File: src/rtl/reg_file_pkg.sv
// Shared sizing, limits and busy-vector helpers for the register file.
// Exports addr_w(), reg_live(), onehot() and busy_vec_t.
package reg_file_pkg;

  localparam int MIN_REGS = 2;
  localparam int MAX_REGS = 64;
  localparam int MIN_RD   = 1;
  localparam int MAX_RD   = 4;

  typedef logic [MAX_REGS-1:0] busy_vec_t;

  function automatic int addr_w(input int n);
    return (n <= 2) ? 1 : $clog2(n);
  endfunction

  // A register that really holds state: in range, and not a hardwired r0.
  function automatic logic reg_live(
    input int a,
    input int n,
    input bit z
  );
    return (a < n) && !(z && a == 0);
  endfunction

  function automatic busy_vec_t onehot(
    input int   idx,
    input logic en
  );
    busy_vec_t m;
    m = '0;
    if (en && idx >= 0 && idx < MAX_REGS)
      m[idx] = 1'b1;
    return m;
  endfunction

endpackage

File: src/rtl/reg_scoreboard.sv
// Pending-write scoreboard: reservations set, writebacks clear.
// Ports: clk, rst, wr_en/wr_addr, rsv_valid/rsv_addr, rsv_ready, busy_vec.
module reg_scoreboard
  import reg_file_pkg::*;
#(
  parameter int NUM_REGS = 16,
  parameter bit ZERO_REG = 1'b1,
  parameter int AW       = 4
) (
  input  logic                clk,
  input  logic                rst,
  input  logic                wr_en,
  input  logic [AW-1:0]       wr_addr,
  input  logic                rsv_valid,
  input  logic [AW-1:0]       rsv_addr,
  output logic                rsv_ready,
  output logic [NUM_REGS-1:0] busy_vec
);

  logic [NUM_REGS-1:0] busy_q;
  logic [NUM_REGS-1:0] set_m;
  logic [NUM_REGS-1:0] clr_m;
  logic                wr_ok;
  logic                rsv_ok;
  logic                rsv_busy;
  logic                rsv_acc;

  assign wr_ok  = wr_en &&
                  reg_live(int'(wr_addr), NUM_REGS, ZERO_REG);
  assign rsv_ok = reg_live(int'(rsv_addr), NUM_REGS, ZERO_REG);

  always_comb begin
    rsv_busy = 1'b0;
    if (rsv_ok)
      rsv_busy = busy_q[rsv_addr];
  end

  // A writeback landing on the same edge frees the slot for a new owner.
  assign rsv_ready = !rsv_busy ||
                     (wr_en && wr_addr == rsv_addr);
  assign rsv_acc   = rsv_valid && rsv_ready && rsv_ok;

  assign set_m = NUM_REGS'(onehot(int'(rsv_addr), rsv_acc));
  assign clr_m = NUM_REGS'(onehot(int'(wr_addr), wr_ok));

  // Set after clear: a same-register reserve outlives the writeback.
  always_ff @(posedge clk or posedge rst) begin
    if (rst)
      busy_q <= '0;
    else
      busy_q <= (busy_q & ~clr_m) | set_m;
  end

  assign busy_vec = busy_q;

endmodule

File: src/rtl/reg_file_sb.sv
// Register file with writeback bypass and pending-write scoreboard.
// Ports: rd_addr/rd_data/rd_busy, wr_*, rsv_valid/rsv_addr/rsv_ready, busy_vec.
module reg_file_sb
  import reg_file_pkg::*;
#(
  parameter int DATA_W   = 16,
  parameter int NUM_REGS = 16,
  parameter int NUM_RD   = 2,
  parameter bit ZERO_REG = 1'b1
) (
  input  logic                     clk,
  input  logic                     rst,
  input  logic [NUM_RD*addr_w(NUM_REGS)-1:0] rd_addr,
  output logic [NUM_RD*DATA_W-1:0] rd_data,
  output logic [NUM_RD-1:0]        rd_busy,
  input  logic                     wr_en,
  input  logic [addr_w(NUM_REGS)-1:0] wr_addr,
  input  logic [DATA_W-1:0]        wr_data,
  input  logic                     rsv_valid,
  input  logic [addr_w(NUM_REGS)-1:0] rsv_addr,
  output logic                     rsv_ready,
  output logic [NUM_REGS-1:0]      busy_vec
);

  localparam int AW = addr_w(NUM_REGS);

  if (NUM_REGS < MIN_REGS || NUM_REGS > MAX_REGS)
    $error("NUM_REGS out of range");
  if (NUM_RD < MIN_RD || NUM_RD > MAX_RD)
    $error("NUM_RD out of range");

  logic [DATA_W-1:0] mem [NUM_REGS];
  logic              wr_ok;

  assign wr_ok = wr_en &&
                 reg_live(int'(wr_addr), NUM_REGS, ZERO_REG);

  always_ff @(posedge clk or posedge rst) begin
    if (rst) begin
      for (int r = 0; r < NUM_REGS; r++)
        mem[r] <= '0;
    end else if (wr_ok) begin
      mem[wr_addr] <= wr_data;
    end
  end

  reg_scoreboard #(
    .NUM_REGS (NUM_REGS),
    .ZERO_REG (ZERO_REG),
    .AW       (AW)
  ) u_sb (
    .clk       (clk),
    .rst       (rst),
    .wr_en     (wr_en),
    .wr_addr   (wr_addr),
    .rsv_valid (rsv_valid),
    .rsv_addr  (rsv_addr),
    .rsv_ready (rsv_ready),
    .busy_vec  (busy_vec)
  );

  for (genvar i = 0; i < NUM_RD; i++) begin : g_rd
    logic [AW-1:0]     a;
    logic [DATA_W-1:0] d;
    logic              b;

    assign a = rd_addr[i*AW +: AW];

    // Dead addresses (r0, out of range) never bypass and never stall.
    always_comb begin
      d = '0;
      b = 1'b0;
      if (reg_live(int'(a), NUM_REGS, ZERO_REG)) begin
        if (wr_en && wr_addr == a) begin
          d = wr_data;
        end else begin
          d = mem[a];
          b = busy_vec[a];
        end
      end
    end

    assign rd_data[i*DATA_W +: DATA_W] = d;
    assign rd_busy[i] = b;
  end

endmodule
File: config.mk
export PLATFORM = sky130hd
export DESIGN_NAME = reg_file_sb
export DESIGN_NICKNAME = d
export VERILOG_FILES = /design/src/rtl/reg_file_pkg.sv /design/src/rtl/reg_scoreboard.sv /design/src/rtl/reg_file_sb.sv
export SDC_FILE = /design/constraint.sdc
export NUM_CORES = 1
export LEC_CHECK = 0
export BUFFER_PORTS_ARGS = -buffer_cell sky130_fd_sc_hd__buf_2
export CAP_MARGIN = 0
export CORE_MARGIN = 10
export CORE_UTILIZATION = 60
export DETAILED_ROUTE_END_ITERATION = 6
export PLACE_DENSITY = 0.82
export SYNTH_ARGS = -nofsm -noshare
export SYNTH_HDL_FRONTEND = slang
export SYNTH_HIERARCHICAL = 1
export SYNTH_SLANG_ARGS = --single-unit
File: constraint.sdc
create_clock -name clk -period 22.4 [get_ports clk]
set_input_delay 4.48 -clock clk [delete_from_list [all_inputs] [get_ports clk]]
set_output_delay 4.48 -clock clk [all_outputs]
set_load 0.01 [all_outputs]
==> After elaboration in Yosys (flattened, before gate mapping) <==
Cells that the tools add are included.
{ "word_totals": {"output_inout_bits": 51, "input_bits": 36, "ff_bits": 272} }
{ "classes": {"eq_ne": 3, "n_reduce_logical": 17, "order_cmp": 11, "muxes": 30, "bitwise": 6} }
{ "op_table": {"columns": ["op", "count"], "rows": [
  ["256-bit bitwise mux", 1],
  ["16-bit two-way mux", 11],
  ["16-bit binary-select mux with 4-bit select", 2],
  ["16-bit demux with 4-bit select", 1],
  ["16-bit bitwise AND", 1],
  ["4-bit logical NOT", 4],
  ["16-bit NOT", 1],
  ["16-bit OR", 1],
  ["5-bit >= comparator (second input constant)", 3],
  ["4-bit by 5-bit less-than comparator with 1-bit output (second input constant)", 3],
  ["4-bit NOT with 5-bit output", 3],
  ["4-bit by 7-bit less-than comparator with 1-bit output (second input constant)", 2],
  ["1-bit binary-select mux with 4-bit select", 3],
  ["4-bit == test", 3],
  ["1-bit two-way mux", 10],
  ["1-bit logical AND", 9],
  ["1-bit demux with 4-bit select", 2],
  ["4-bit by 1-bit >= comparator with 1-bit output (second input constant)", 2],
  ["5-bit by 1-bit less-than comparator with 1-bit output (second input constant)", 1],
  ["1-bit logical NOT", 3],
  ["1-bit logical OR", 1]
]} }

==> Logic depth before layout (Yosys ltp) <==
Gate-level depths: netlist (run 1).
{ "logic_depth": {"ltp_word": 9, "ltp_mapped": 8} }

==> By module <==
Netlist (run 1), hierarchy kept.
{ "modules_own_cells": {"columns": ["module", "cells_each", "area_per_inst_um2", "instances"], "rows": [
  ["reg_file_sb", 1078, 14491.4, 1],
  ["reg_scoreboard", 94, 973.4, 1]
]} }

==> Worst setup path before layout (run 1) <==
Ideal clock, no wire load.
{ "synth_path": {"kind": "input to output", "startpoint": "input rd_addr[2]", "endpoint": "output rd_data[10]", "t_arrival_ps": 5912, "setup_slack_ps": 12008, "required_ps": 17920, "path_stages": 5, "path_cell_list": "buf_2 > buf_2 > mux4_2 > a2111oi_2 > a21oi_1"} }
{ "synth_via": {"elab_chain_cells": 6} }
{ "synth_lines": {"columns": ["element", "line", "source"], "rows": [
  ["start, declared", "reg_file_sb.sv:13", "input logic [NUM_RD*addr_w(NUM_REGS)-1:0] rd_addr,"],
  ["4-bit NOT with 5-bit output (not written as such)", "reg_file_sb.sv:77", "d = mem[a];"],
  ["16-bit binary-select mux with 4-bit select", "reg_file_sb.sv:77", null],
  ["16-bit two-way mux (not written as such) (2 in series)", "reg_file_sb.sv:77", null],
  ["16-bit two-way mux", "reg_file_sb.sv:74", "if (wr_en && wr_addr == a) begin"],
  ["16-bit two-way mux *", "reg_file_sb.sv:73", "if (reg_live(int'(a), NUM_REGS, ZERO_REG)) begin"],
  ["end, declared", "reg_file_sb.sv:14", "output logic [NUM_RD*DATA_W-1:0] rd_data,"]
]} }
Mark *: on every way between the ends. The rest lies on a longest branch, timed or not. The select of a mux whose other input is x is not followed.

==> Worst setup path in the final report (run 1) <==
{ "layout_path": {"startpoint": "input rd_addr[4]", "endpoint": "output rd_data[22]"} }
Same word-level chain as after synthesis.

==> key figures, run 1 <==
Drt
  • Initial detailed-routing violation count: 1352
  • Antenna viol nets, final: 0
  • TritonRoute pass-1 iters: 7
  • Final wirelength: 44800 um
  • Via count: 11.0k
  • Vias per cell: 7.16
  • DR WL/cell: 29.3 um
  • DRC errors left: 0

Yosys
  • Post-Syn Area: 15500 um^2
  • Main synth FF type: dfrtp_1
  • Asr flop ratio synth: 100%
  • Synthesis Warnings: 6
  • Synth Area per Inst: 13.2 um^2
  • Register area share after synthesis: 44.0%
  • Flops & latches, synth: 272
  • Yosys cell types: 51
  • Post-Synthesis Cells: 1172
  • Syn_nets: 1208
  • EDFF count, synth: 0

Critical path
  • Crit path capture type: primary output
  • Max stage delay on crit path: 0.77 ns
  • Peak fanout along the critical path: 38
  • CP Launch Type: primary input
  • WS Path Type: primary input to primary output
  • WP data arrival: 7.68 ns
  • CP cell instances: buf_4, buf_4, xnor2_1, nand3_1, or2_2, a21oi_1, buf_2
  • Critical path's most frequent cell: buf_4
  • CP max stage cell: or2_2
  • CP required: 17.92 ns

CTS
  • Sink Count: 272
  • Clock Latency Late Sink: 0.54 ns
  • CTS tree: yes
  • Post-CTS setup buffer count: 0
  • H-tree depth: 1
  • Total clock buffers created by CTS: 28
  • Clock Path Buffers: 3
  • CTS root buffer: clkbuf_16
  • Post_cts resized: 0
  • Number of hold buffers added after cts: 0
  • CTS clk-pin slew, worst paths: 0.06 ns

Global route
  • Vias in the first global route: 11.4k
  • First-pass GRT wire length: 68500 um
  • Initial antenna violation count: 1
  • Largest net degree at the start of global routing: 114
  • Busiest grt layer: met2
  • Met3 Track Usage GR: 6.27%
  • Remaining Overflow, GRT: 0
  • Total GRT Usage: 26.5%
  • Met1 Use GR: 33.6%
  • Met2 Resource Use GR: 42.5%

Die
  • # rows: 58
  • Die ar.: 32600 um^2
  • Die height: 181 um
  • Core ar.: 25300 um^2
  • Initial Utilization: 61.2%
  • Die width: 181 um
  • I/O pins: 87

STA
  • Max-slew violations: 0
  • Max-slew headroom: 15.1%
  • RSZ-0062 raised after global routing: no
  • Clk_skew: 0.00170 ns
  • Setup TNS: 0 ns
  • Slew @ Worst Pin: 1.27 ns
  • Clock period minus final worst setup slack: 12.16 ns
  • Max Freq: 0.0822 GHz
  • Final Cycle Share: 54.3%
  • Setup-failing EPs final: 0
  • Hold Vio Cnt, Final: 0

Placed design
  • GPL Wtd Cong: 0.884
  • Port-buffer cells: 86
  • Post-DP HPWL: 27500 um

Power
  • Combinational share of power: 24.4%
  • Seq pwr share: 43.6%
  • Total Power: 1.58 mW
  • Pwr/cell area: 94.1 nW/um^2
  • P_sw: 0.457 mW
  • Worst vdd ir: 0.0781 mV
  • Static leakage: 7.20 nW
  • Internal power: 1.12 mW
  • Clk pwr share: 32.1%
  • Switching part of the total: 28.9%

Status
  • Status: complete, no violations

Job
  • Max_cap viols: 0

Cells and area
  • Final nets: 1216
  • Layout cells sized above 1: 42.4%
  • P&R area growth vs syn: 8.71%

Min path
  • HP Class: flop to flop
-- registers in the layout, indices dropped and copies added, names as in the netlist --
name           count
u_sb/busy_vec     16
mem              256
-- cells in the final DEF (no fill, tap or decap), types with 5 or more instances in the layout --
master     count
clkbuf_1       7
mux2i_1      134
nor2b_1       34
buf_4         22
o21ai_0       16
xnor2_1        9
or3_1          6
dfrtp_1      272
buf_2         84
mux2_2       243
bufinv_16      5
clkbuf_16     29
nand2b_1      10
o31ai_1       40
a21oi_1       32
mux4_2        69
clkbuf_8       6
nand3b_1       6
o41ai_1        7
a2111oi_2     21
nand2_1       10
a2111oi_0      6
nor2_2        11
o22ai_1       65
nand3_1        5
-- layer usage --
layer	vias up	wire, um
met1	5623	17100
met3	151	4620
met4	0	2090
li1	4488	-
met2	712	21000
met5	-	0
-- kinds of logic (layout without fill, tap and decap cells) --
kind of cell / Yosys count / count (layout) / synth area share, %
flip-flops: 272 / 272 / 44.0
XOR/XNOR: 12 / 12 / 0.680
AND/OR/NAND/NOR: 105 / 105 / 4.03
buffers and inverters: 132 / 161 / 4.61
AO/OA/AOI/OAI: 201 / 201 / 9.74
other: 0 / 1 / 0
multiplexers: 450 / 450 / 36.9
-- worst max-delay path, delay by kind of cell --
family                 cells  cell delay [ns]
AO/OA/AOI/OAI              1             0.24
XOR/XNOR                   1             0.20
buffers and inverters      3             1.32
AND/OR/NAND/NOR            2             1.40
-- cell type report --
class / instances / area (um^2)
well taps: 330 / 413
diodes: 1 / 2.50
flip-flops and latches: 272 / 6810
repair buffers: 106 / 586
fillers: 1811 / 8440
inverters: 4 / 22.5
clock inverters: 9 / 173
clock buffers: 42 / 835
multi-input cells: 768 / 7980
-- cell usage after synthesis (2+ instances only) --
master | instances | area, um^2
or3b_2 | 3 | 26.3
a2111oi_1 | 4 | 40.0
or3_1 | 6 | 37.5
or2_2 | 4 | 25.0
dfrtp_1 | 272 | 6810
a211oi_1 | 3 | 22.5
o41ai_1 | 7 | 61.3
o21ai_0 | 16 | 80.1
buf_12 | 2 | 40.0
nand2b_1 | 10 | 62.6
buf_2 | 58 | 290
buf_6 | 11 | 124
nand3b_1 | 6 | 45.0
inv_1 | 4 | 15.0
o22ai_1 | 65 | 407
mux4_2 | 69 | 1550
nand3_1 | 5 | 25.0
buf_4 | 5 | 37.5
mux2_2 | 243 | 2740
or3b_1 | 2 | 17.5
nor3b_1 | 2 | 15.0
a2111oi_2 | 21 | 315
xnor2_1 | 9 | 78.8
a2111oi_0 | 6 | 52.6
nor2b_1 | 36 | 225
mux2i_1 | 134 | 1340
nor2_1 | 14 | 52.6
xor2_1 | 3 | 26.3
clkbuf_1 | 50 | 188
nand2_1 | 10 | 37.5
mux4_1 | 2 | 52.6
a21oi_1 | 32 | 160
o31ai_1 | 40 | 300
-- through the flow --
stage | cells | util, % | worst slack [ns] | hold WS [ns] | instance area (um^2)
after global routing | 1531 | 66.6 | 10.19 | 0.414 | 16800
after global placement | 1480 | 62.6 | 10.41 | 0.385 | 15800
after detailed placement | 1480 | 62.6 | 10.32 | 0.391 | 15800
after CTS | 1531 | 66.6 | 10.31 | 0.404 | 16800
final | 1532 | 66.6 | 10.24 | 0.403 | 16800
after floorplan | 1172 | - | 10.88 | 0.449 | 15500
-- final timing paths --
| check | start | endpoint | slack (ns) | depth (start not counted) |
|---|---|---|---|---|
| min | mem[251] | mem[251] | 0.40 | 0 |
| min reg2reg | mem[251] | mem[251] | 0.40 | 0 |
| max | rd_addr[4] | rd_data[22] | 10.24 | 7 |
| min in group asynchronous | rst | u_sb/busy_vec[4] | 4.04 | 2 |
| max reg2reg | u_sb/busy_vec[10] | u_sb/busy_vec[14] | 20.54 | 5 |
| max in group asynchronous | rst | mem[117] | 15.94 | 4 |
-- power groups by stage --
stage                     Combinational (mW)  Sequential [mW]  Clock, mW
final                                  0.385            0.689      0.507
after CTS                              0.383            0.685      0.510
after floorplan                        0.289            0.668          0
after detailed placement               0.379            0.692          0
after global placement                 0.368            0.681          0
after global routing                   0.410            0.703      0.531
Power figures use the tool's default switching activity.
==> run 2, diff against run 1 <==
- CORE_UTILIZATION: 60 -> 56
- PLACE_DENSITY: 0.82 -> 0.8
- clock period: 22.4 -> 10 ns (I/O delays scaled with it)
==> run 2 against run 1 <==
  * Cell area is essentially flat
  * Die area increased by 6.3%
  * Clock skew is 0.0038 ns higher
  * Sequential power grew 120%
  * Sequential share of layout area is essentially flat
  * Final cell count is 2.9% higher
  * Hold slack got worse by 0.0021 ns
  * Non-clock buffer count is 3 higher
  * Register-to-register slack worse by 12 ns
  * First-iteration DRC count shrank 12%
  * Setup slack worse by 7.3 ns
  * Clock-buffer cell count is 1 higher
  * Critical endpoint is now rd_data[26]
  * Highest routed layer unchanged
==> key figures, run 2 (synthesized netlist as in run 1, its figures left out) <==
Critical path
  • FF-to-FF setup slack: 8.17 ns (-12.37 ns)
  • CP required: 8.00 ns (-9.92 ns)
  • CP Launch Type: primary input
  • Register-to-Register Path Depth: 5 (unchanged)
  • Crit path capture type: primary output
  • CP cell instances: buf_2, buf_4, xnor2_1, nand3_1, or2_2, a21oi_1, buf_2
  • Max stage delay on crit path: 0.78 ns (about the same)
  • Peak fanout along the critical path: 22 (-42%)
  • CP max stage cell: or2_2
  • Critical register-to-register path endpoint: u_sb/busy_vec[12]
  • Critical path's most frequent cell: buf_2
  • WS Path Type: primary input to primary output
  • WP data arrival: 5.05 ns (-2.63 ns)
  • Worst R2R Start: u_sb/busy_vec[10]

Drt
  • DRC errors left: 0 (unchanged)
  • Antenna viol nets, final: 0 (unchanged)
  • Final wirelength: 44200 um (-1.5%)
  • DR WL/cell: 28.0 um (-4.3%)
  • Initial detailed-routing violation count: 1188 (-12%)
  • TritonRoute pass-1 iters: 5 (-2)
  • Via count: 10.9k (-0.69%)
  • Vias per cell: 6.91 (-3.5%)

Cells and area
  • P&R area growth vs syn: 8.71% (about the same)
  • Commonest non-fill, non-tap cells in the layout: dfrtp_1, mux2_2, mux2i_1
  • Layout cells sized above 1: 42.4% (+0.048 points)
  • Fillers: 2034 (+12%)
  • Non-Filler Instances: 1576 (+2.9%)
  • Final Cell Area: 16800 um^2 (about the same)
  • Final nets: 1219 (+0.25%)
  • Commonest non-fill, non-tap cell in the layout: dfrtp_1
  • Top reg by flops: mem
  • Max FFs per register: 256 (unchanged)

Global route
  • Met2 Resource Use GR: 42.3% (-0.22 points)
  • Met3 Track Usage GR: 5.68% (-0.58 points)
  • Total GRT Usage: 25.7% (-0.79 points)
  • Vias in the first global route: 11.4k (+0.12%)
  • First-pass GRT wire length: 68400 um (-0.13%)
  • Initial antenna violation count: 3 (+2)
  • Largest net degree at the start of global routing: 102 (-11%)
  • Met1 Use GR: 32.0% (-1.7 points)
  • Busiest grt layer: met2
  • Remaining Overflow, GRT: 0 (unchanged)

STA
  • Max Freq: 0.142 GHz
  • Clock period minus final worst setup slack: 7.05 ns
  • Final Cycle Share: 70.5%
  • RSZ-0062 raised after global routing: no
  • Clk_skew: 0.00554 ns (+0.00384 ns)
  • Setup TNS: 0 ns (unchanged)
  • Max-slew violations: 0 (unchanged)
  • Slew @ Worst Pin: 1.28 ns (+0.00475 ns)
  • Max-slew headroom: 14.8% (-0.32 points)
  • Hold Vio Cnt, Final: 0 (unchanged)
  • Setup-failing EPs final: 0 (unchanged)

Placed design
  • Post-DP HPWL: 28400 um (+3.2%)
  • Dpl cell area: 15900 um^2 (+0.47%)
  • Port-buffer cells: 86 (unchanged)
  • Dpl cells: 1525 (+3.0%)
  • GPL Wtd Cong: 0.899 (+1.7%)

CTS
  • Total clock buffers created by CTS: 28 (unchanged)
  • CTS tree: yes
  • H-tree depth: 1 (unchanged)
  • Clock Path Buffers: 3 (unchanged)
  • Clock Latency Late Sink: 0.55 ns (about the same)
  • CTS root buffer: clkbuf_16
  • Post-CTS setup buffer count: 0 (unchanged)
  • Number of hold buffers added after cts: 0 (unchanged)
  • Post_cts resized: 0 (unchanged)
  • CTS clk-pin slew, worst paths: 0.06 ns (about the same)
  • Sink Count: 272 (unchanged)

Die
  • I/O pins: 87 (unchanged)
  • Die ar.: 34700 um^2 (+6.3%)
  • Die height: 186 um (+3.1%)
  • Die width: 186 um (+3.1%)
  • # rows: 60 (+3.4%)
  • Initial Utilization: 57.1% (-4.2 points)
  • Core ar.: 27100 um^2 (+7.3%)

Power
  • P_sw: 1.02 mW (+120%)
  • Internal power: 2.45 mW (+120%)
  • Switching part of the total: 29.4% (+0.47 points)
  • Total Power: 3.46 mW (+120%)
  • Worst vdd ir: 0.172 mV (+120%)
  • Pwr/cell area: 206 nW/um^2 (+120%)
  • Combinational share of power: 24.7% (+0.3 points)
  • Seq pwr share: 44.6% (+1.0 points)
  • Static leakage: 7.18 nW (-0.27%)
  • Clk pwr share: 30.7% (-1.4 points)

Min path
  • HP Start: mem[244]
  • HP Class: flop to flop
  • Hold path endpoint: mem[244]
  • Depth of the worst hold-timing path: 0 (unchanged)

Job
  • Max_cap viols: 0 (unchanged)

Status
  • Status: complete, no violations
## run 2: worst max-delay path by stage
stage	startpoint	to	cells after the start
after detailed placement	rd_addr[2]	rd_data[15]	8
after CTS	rd_addr[2]	rd_data[15]	8
after floorplan	rst	mem[0]	1
after global routing	rd_addr[2]	rd_data[15]	8
final	rd_addr[6]	rd_data[26]	7
after global placement	rd_addr[2]	rd_data[15]	8
## run 2: through the flow
stage          util, %  setup slack (ns)  hold slack (ns)
2_1_floorplan        -             0.958            0.449
3_3_place_gp      58.6              3.01            0.385
4_1_cts           62.0              2.94            0.401
6_report          62.0              2.95            0.401
3_5_place_dp      58.6              2.94            0.388
5_1_grt           62.0              2.83            0.416
## run 2: power groups by stage
stage               sequential, mW  combinational (mW)  clock (mW)
CTS                           1.54               0.854        1.07
global placement              1.53               0.825           0
global route                  1.57               0.919        1.12
detailed placement            1.55               0.848           0
finish                        1.54               0.857        1.06
floorplan                     1.50               0.648           0
## run 2: critical path: cells and delay by family
kind | cells | cell delay [ns]
buffers and inverters | 3 | 1.19
AOI/OAI and AO/OA | 1 | 0.24
xor gates and xnor gates | 1 | 0.17
and+or+nand+nor | 2 | 1.43
## run 2: layout make-up
class / instances / area (um^2) / share of cell area (%)
diodes: 2 / 5.00 / 0.0298
clock buffers: 43 / 848 / 5.05
clock inverters: 6 / 80.1 / 0.476
inverters: 4 / 22.5 / 0.134
multi-input cells: 768 / 7980 / 47.4
flip-flops and latches: 272 / 6810 / 40.5
well taps: 372 / 465 / 2.77
repair buffers: 109 / 608 / 3.62
## run 2: metal layers
metal,share of wire (%),vias to the layer above
met5,0,-
met4,4.5,0
met3,8.5,147
met2,48,619
met1,39,5607
li1,-,4525
==> run 3, diff against run 2 <==
- ABC_AREA: not set -> 1
- CORE_UTILIZATION: 56 -> 60
- PLACE_DENSITY: 0.8 -> 0.81
- clock period: 10 -> 7.2 ns (I/O delays scaled with it)
==> run 3 against run 2 <==
  * The flow now finishes with violations (DRC)
  * Critical endpoint is now rd_data[18]
  * Highest routed layer is now met5
  * Sequential share of layout area fell by 2.6 points
  * Combinational power grew 45%
  * Wire length is 30% higher
  * Synthesized area grew 8.3%
  * Largest cell class unchanged
==> key figures, run 3 <==
Placed design
  • Dpl cells: 2902 (+90%)
  • Port-buffer cells: 86 (unchanged)
  • Post-DP HPWL: 34300 um (+21%)
  • GPL Wtd Cong: 0.930 (+3.5%)

Min path
  • Depth of the worst hold-timing path: 0 (unchanged)
  • HP Start: mem[255]
  • Hold path endpoint: mem[255]
  • HP Class: flop to flop

Yosys
  • Post-Syn Area: 16700 um^2 (+8.3%)
  • Synth Area per Inst: 6.45 um^2 (-51%)
  • Post-Synthesis Cells: 2597 (+120%)
  • Top cells by count, synth: nand2_1, nand3_1, dfrtp_1, o21ai_0, inv_1
  • Synth area leader: dfrtp_1
  • Synthesis Warnings: 6 (unchanged)
  • Synth top area cells: dfrtp_1, nand2_1, nand3_1
  • Register area share after synthesis: 40.6% (-3.4 points)
  • Most frequent cell after synthesis: nand2_1
  • Flops & latches, synth: 272 (unchanged)
  • Asr flop ratio synth: 100% (unchanged)
  • Yosys cell types: 26 (-49%)
  • Syn_nets: 2633 (+120%)
  • Top cell type's share of synthesized area: 40.6% (-3.4 points)
  • EDFF count, synth: 0 (unchanged)
  • Main synth FF type: dfrtp_1

STA
  • RSZ-0062 raised after global routing: no
  • Setup TNS: 0 ns (unchanged)
  • Clk_skew: 0.0198 ns (+0.0143 ns)
  • Clock period minus final worst setup slack: 5.69 ns
  • Max Freq: 0.176 GHz
  • Max-slew violations: 0 (unchanged)
  • Setup-failing EPs final: 0 (unchanged)
  • Final Cycle Share: 79.0%
  • Hold Vio Cnt, Final: 0 (unchanged)
  • Slew @ Worst Pin: 1.25 ns (-0.0280 ns)
  • Max-slew headroom: 16.7% (+2.0 points)

Critical path
  • Max stage delay on crit path: 0.69 ns (-0.09 ns)
  • FF-to-FF setup slack: 5.56 ns (-2.61 ns)
  • Critical register-to-register path endpoint: u_sb/busy_vec[10]
  • CP max stage cell: nand3_1
  • CP Launch Type: primary input
  • Top Family by Delay on Critical Path: buffers and inverters
  • Peak fanout along the critical path: 60 (+170%)
  • Crit path capture type: primary output
  • Register-to-Register Path Depth: 9 (+4)
  • CP required: 5.76 ns (-2.24 ns)
  • WS Path Type: primary input to primary output
  • WP data arrival: 4.25 ns (-0.80 ns)
  • CP bufs+invs: 4 (+1)
  • Worst R2R Start: u_sb/busy_vec[13]
  • CP cell instances: buf_4, inv_4, nand2_1, nand2_1, nor2_1, nand3_1, buf_4, o21ai_0, nor2_1, buf_2
  • Critical path depth in cells: 10 (+3)

CTS
  • CTS root buffer: clkbuf_16
  • CTS clk-pin slew, worst paths: 0.05 ns (about the same)
  • Sink Count: 272 (unchanged)
  • H-tree depth: 1 (unchanged)
  • Total clock buffers created by CTS: 29 (+3.6%)
  • Post-CTS setup buffer count: 0 (unchanged)
  • CTS tree: yes
  • Number of hold buffers added after cts: 0 (unchanged)
  • Clock Path Buffers: 3 (unchanged)
  • Post_cts resized: 0 (unchanged)
  • Clock Latency Late Sink: 0.57 ns (+0.02 ns)

Power
  • Pwr/cell area: 264 nW/um^2 (+28%)
  • Worst vdd ir: 0.193 mV (+13%)
  • Static leakage: 9.45 nW (+32%)

Die
  • I/O pins: 87 (unchanged)
  • Die height: 187 um (+0.48%)
  • Die ar.: 35000 um^2 (+0.96%)
  • Initial Utilization: 60.6% (+3.6 points)
  • Die width: 187 um (+0.48%)
  • Core ar.: 27600 um^2 (+1.9%)
  • # rows: 61 (+1.7%)

Global route
  • Initial antenna violation count: 7 (+4)
  • Remaining Overflow, GRT: 0 (unchanged)
  • First-pass GRT wire length: 89500 um (+31%)
  • Total GRT Usage: 31.5% (+5.8 points)
  • Vias in the first global route: 16.2k (+42%)
  • Largest net degree at the start of global routing: 194 (+90%)

Cells and area
  • Non-Filler Instances: 2956 (+88%)
  • Final nets: 2591 (+110%)
  • Top reg by flops: mem
  • P&R area growth vs syn: 7.22%
  • Fillers: 2527 (+24%)
  • Commonest non-fill, non-tap cells in the layout: nand2_1, nand3_1, dfrtp_1
  • Commonest non-fill, non-tap cell in the layout: nand2_1
  • Max FFs per register: 256 (unchanged)
  • Layout cells sized above 1: 7.61% (-35 points)

Job
  • Max_cap viols: 0 (unchanged)

Status
  • Status: finished with violations
  • Failing checks: DRC

Drt
  • Vias per cell: 5.96 (-14%)
  • TritonRoute pass-1 iters: 7 (+2)
  • DRC errors left: 1 (+1)
  • DR WL/cell: 19.3 um (-31%)
  • Final wirelength: 57200 um (+30%)
  • Via count: 17.6k (+62%)
  • Initial detailed-routing violation count: 2562 (+120%)
  • Antenna viol nets, final: 0 (unchanged)
-- run 3: cell types whose count changed in the layout (fill, tap and decap cells not counted), sizes merged, moves of 36 or more --
cell,change
inv,+249
mux2,-245
mux2i,-134
mux4,-71
nand2,+973
nand3,+395
nor2,+190
nor2b,-36
o21ai,+239
o22ai,-65
o31ai,-39
-- run 3: final cells by class --
cell class / instances / area [um^2] / area share (%)
Antenna cell: 3 / 7.51 / 0.0418
Clock buffer: 44 / 832 / 4.63
Timing Repair Buffer: 111 / 648 / 3.61
Multi-Input combinational cell: 1888 / 8140 / 45.3
Tap cell: 378 / 473 / 2.63
Sequential cell: 272 / 6810 / 37.9
Inverter: 253 / 958 / 5.34
Clock inverter: 7 / 88.8 / 0.495
-- run 3: how the worst max path moves through the flow --
stage | start | end
3_5_place_dp | rd_addr[4] | rd_data[19]
3_3_place_gp | rd_addr[4] | rd_data[31]
5_1_grt | rd_addr[4] | rd_data[16]
2_1_floorplan | rst | mem[0]
4_1_cts | rd_addr[4] | rd_data[18]
6_report | rd_addr[4] | rd_data[18]
-- run 3: routing by layer --
layer | vias up | track usage (%) | wire, um
met5 | - | 0 | 21
met4 | 4 | 12.8 | 2480
met3 | 221 | 8.72 | 8390
met2 | 1289 | 48.6 | 25100
met1 | 8051 | 41.1 | 21200
li1 | 8042 | - | -
-- run 3: per-stage QoR --
step	hold WS, ns	power (mW)	util, %	setup WS [ns]	cell area (um^2)
2_1_floorplan	0.429	2.89	-	2.39	16800
3_3_place_gp	0.365	3.20	61.6	1.71	17000
3_5_place_dp	0.366	3.25	61.6	1.71	17000
4_1_cts	0.378	4.72	65.0	1.68	18000
5_1_grt	0.390	5.01	65.0	1.46	18000
6_report	0.373	4.75	65.0	1.51	18000
-- run 3: cells by family after synthesis --
group	count (synthesis)	synth area share, %
simple gates	1590	39.2
compound gates	294	8.93
xor+xnor	4	0.209
flops	272	40.6
buf+inv	437	11.0
-- run 3: where the power goes --
| group | switching, mW | internal, mW | total [mW] | leakage (nW) |
|---|---|---|---|---|
| clock network | 0.621 | 0.861 | 1.48 | 0.454 |
| logic | 0.833 | 0.405 | 1.24 | 5.63 |
| registers | 0.179 | 1.85 | 2.03 | 3.37 |
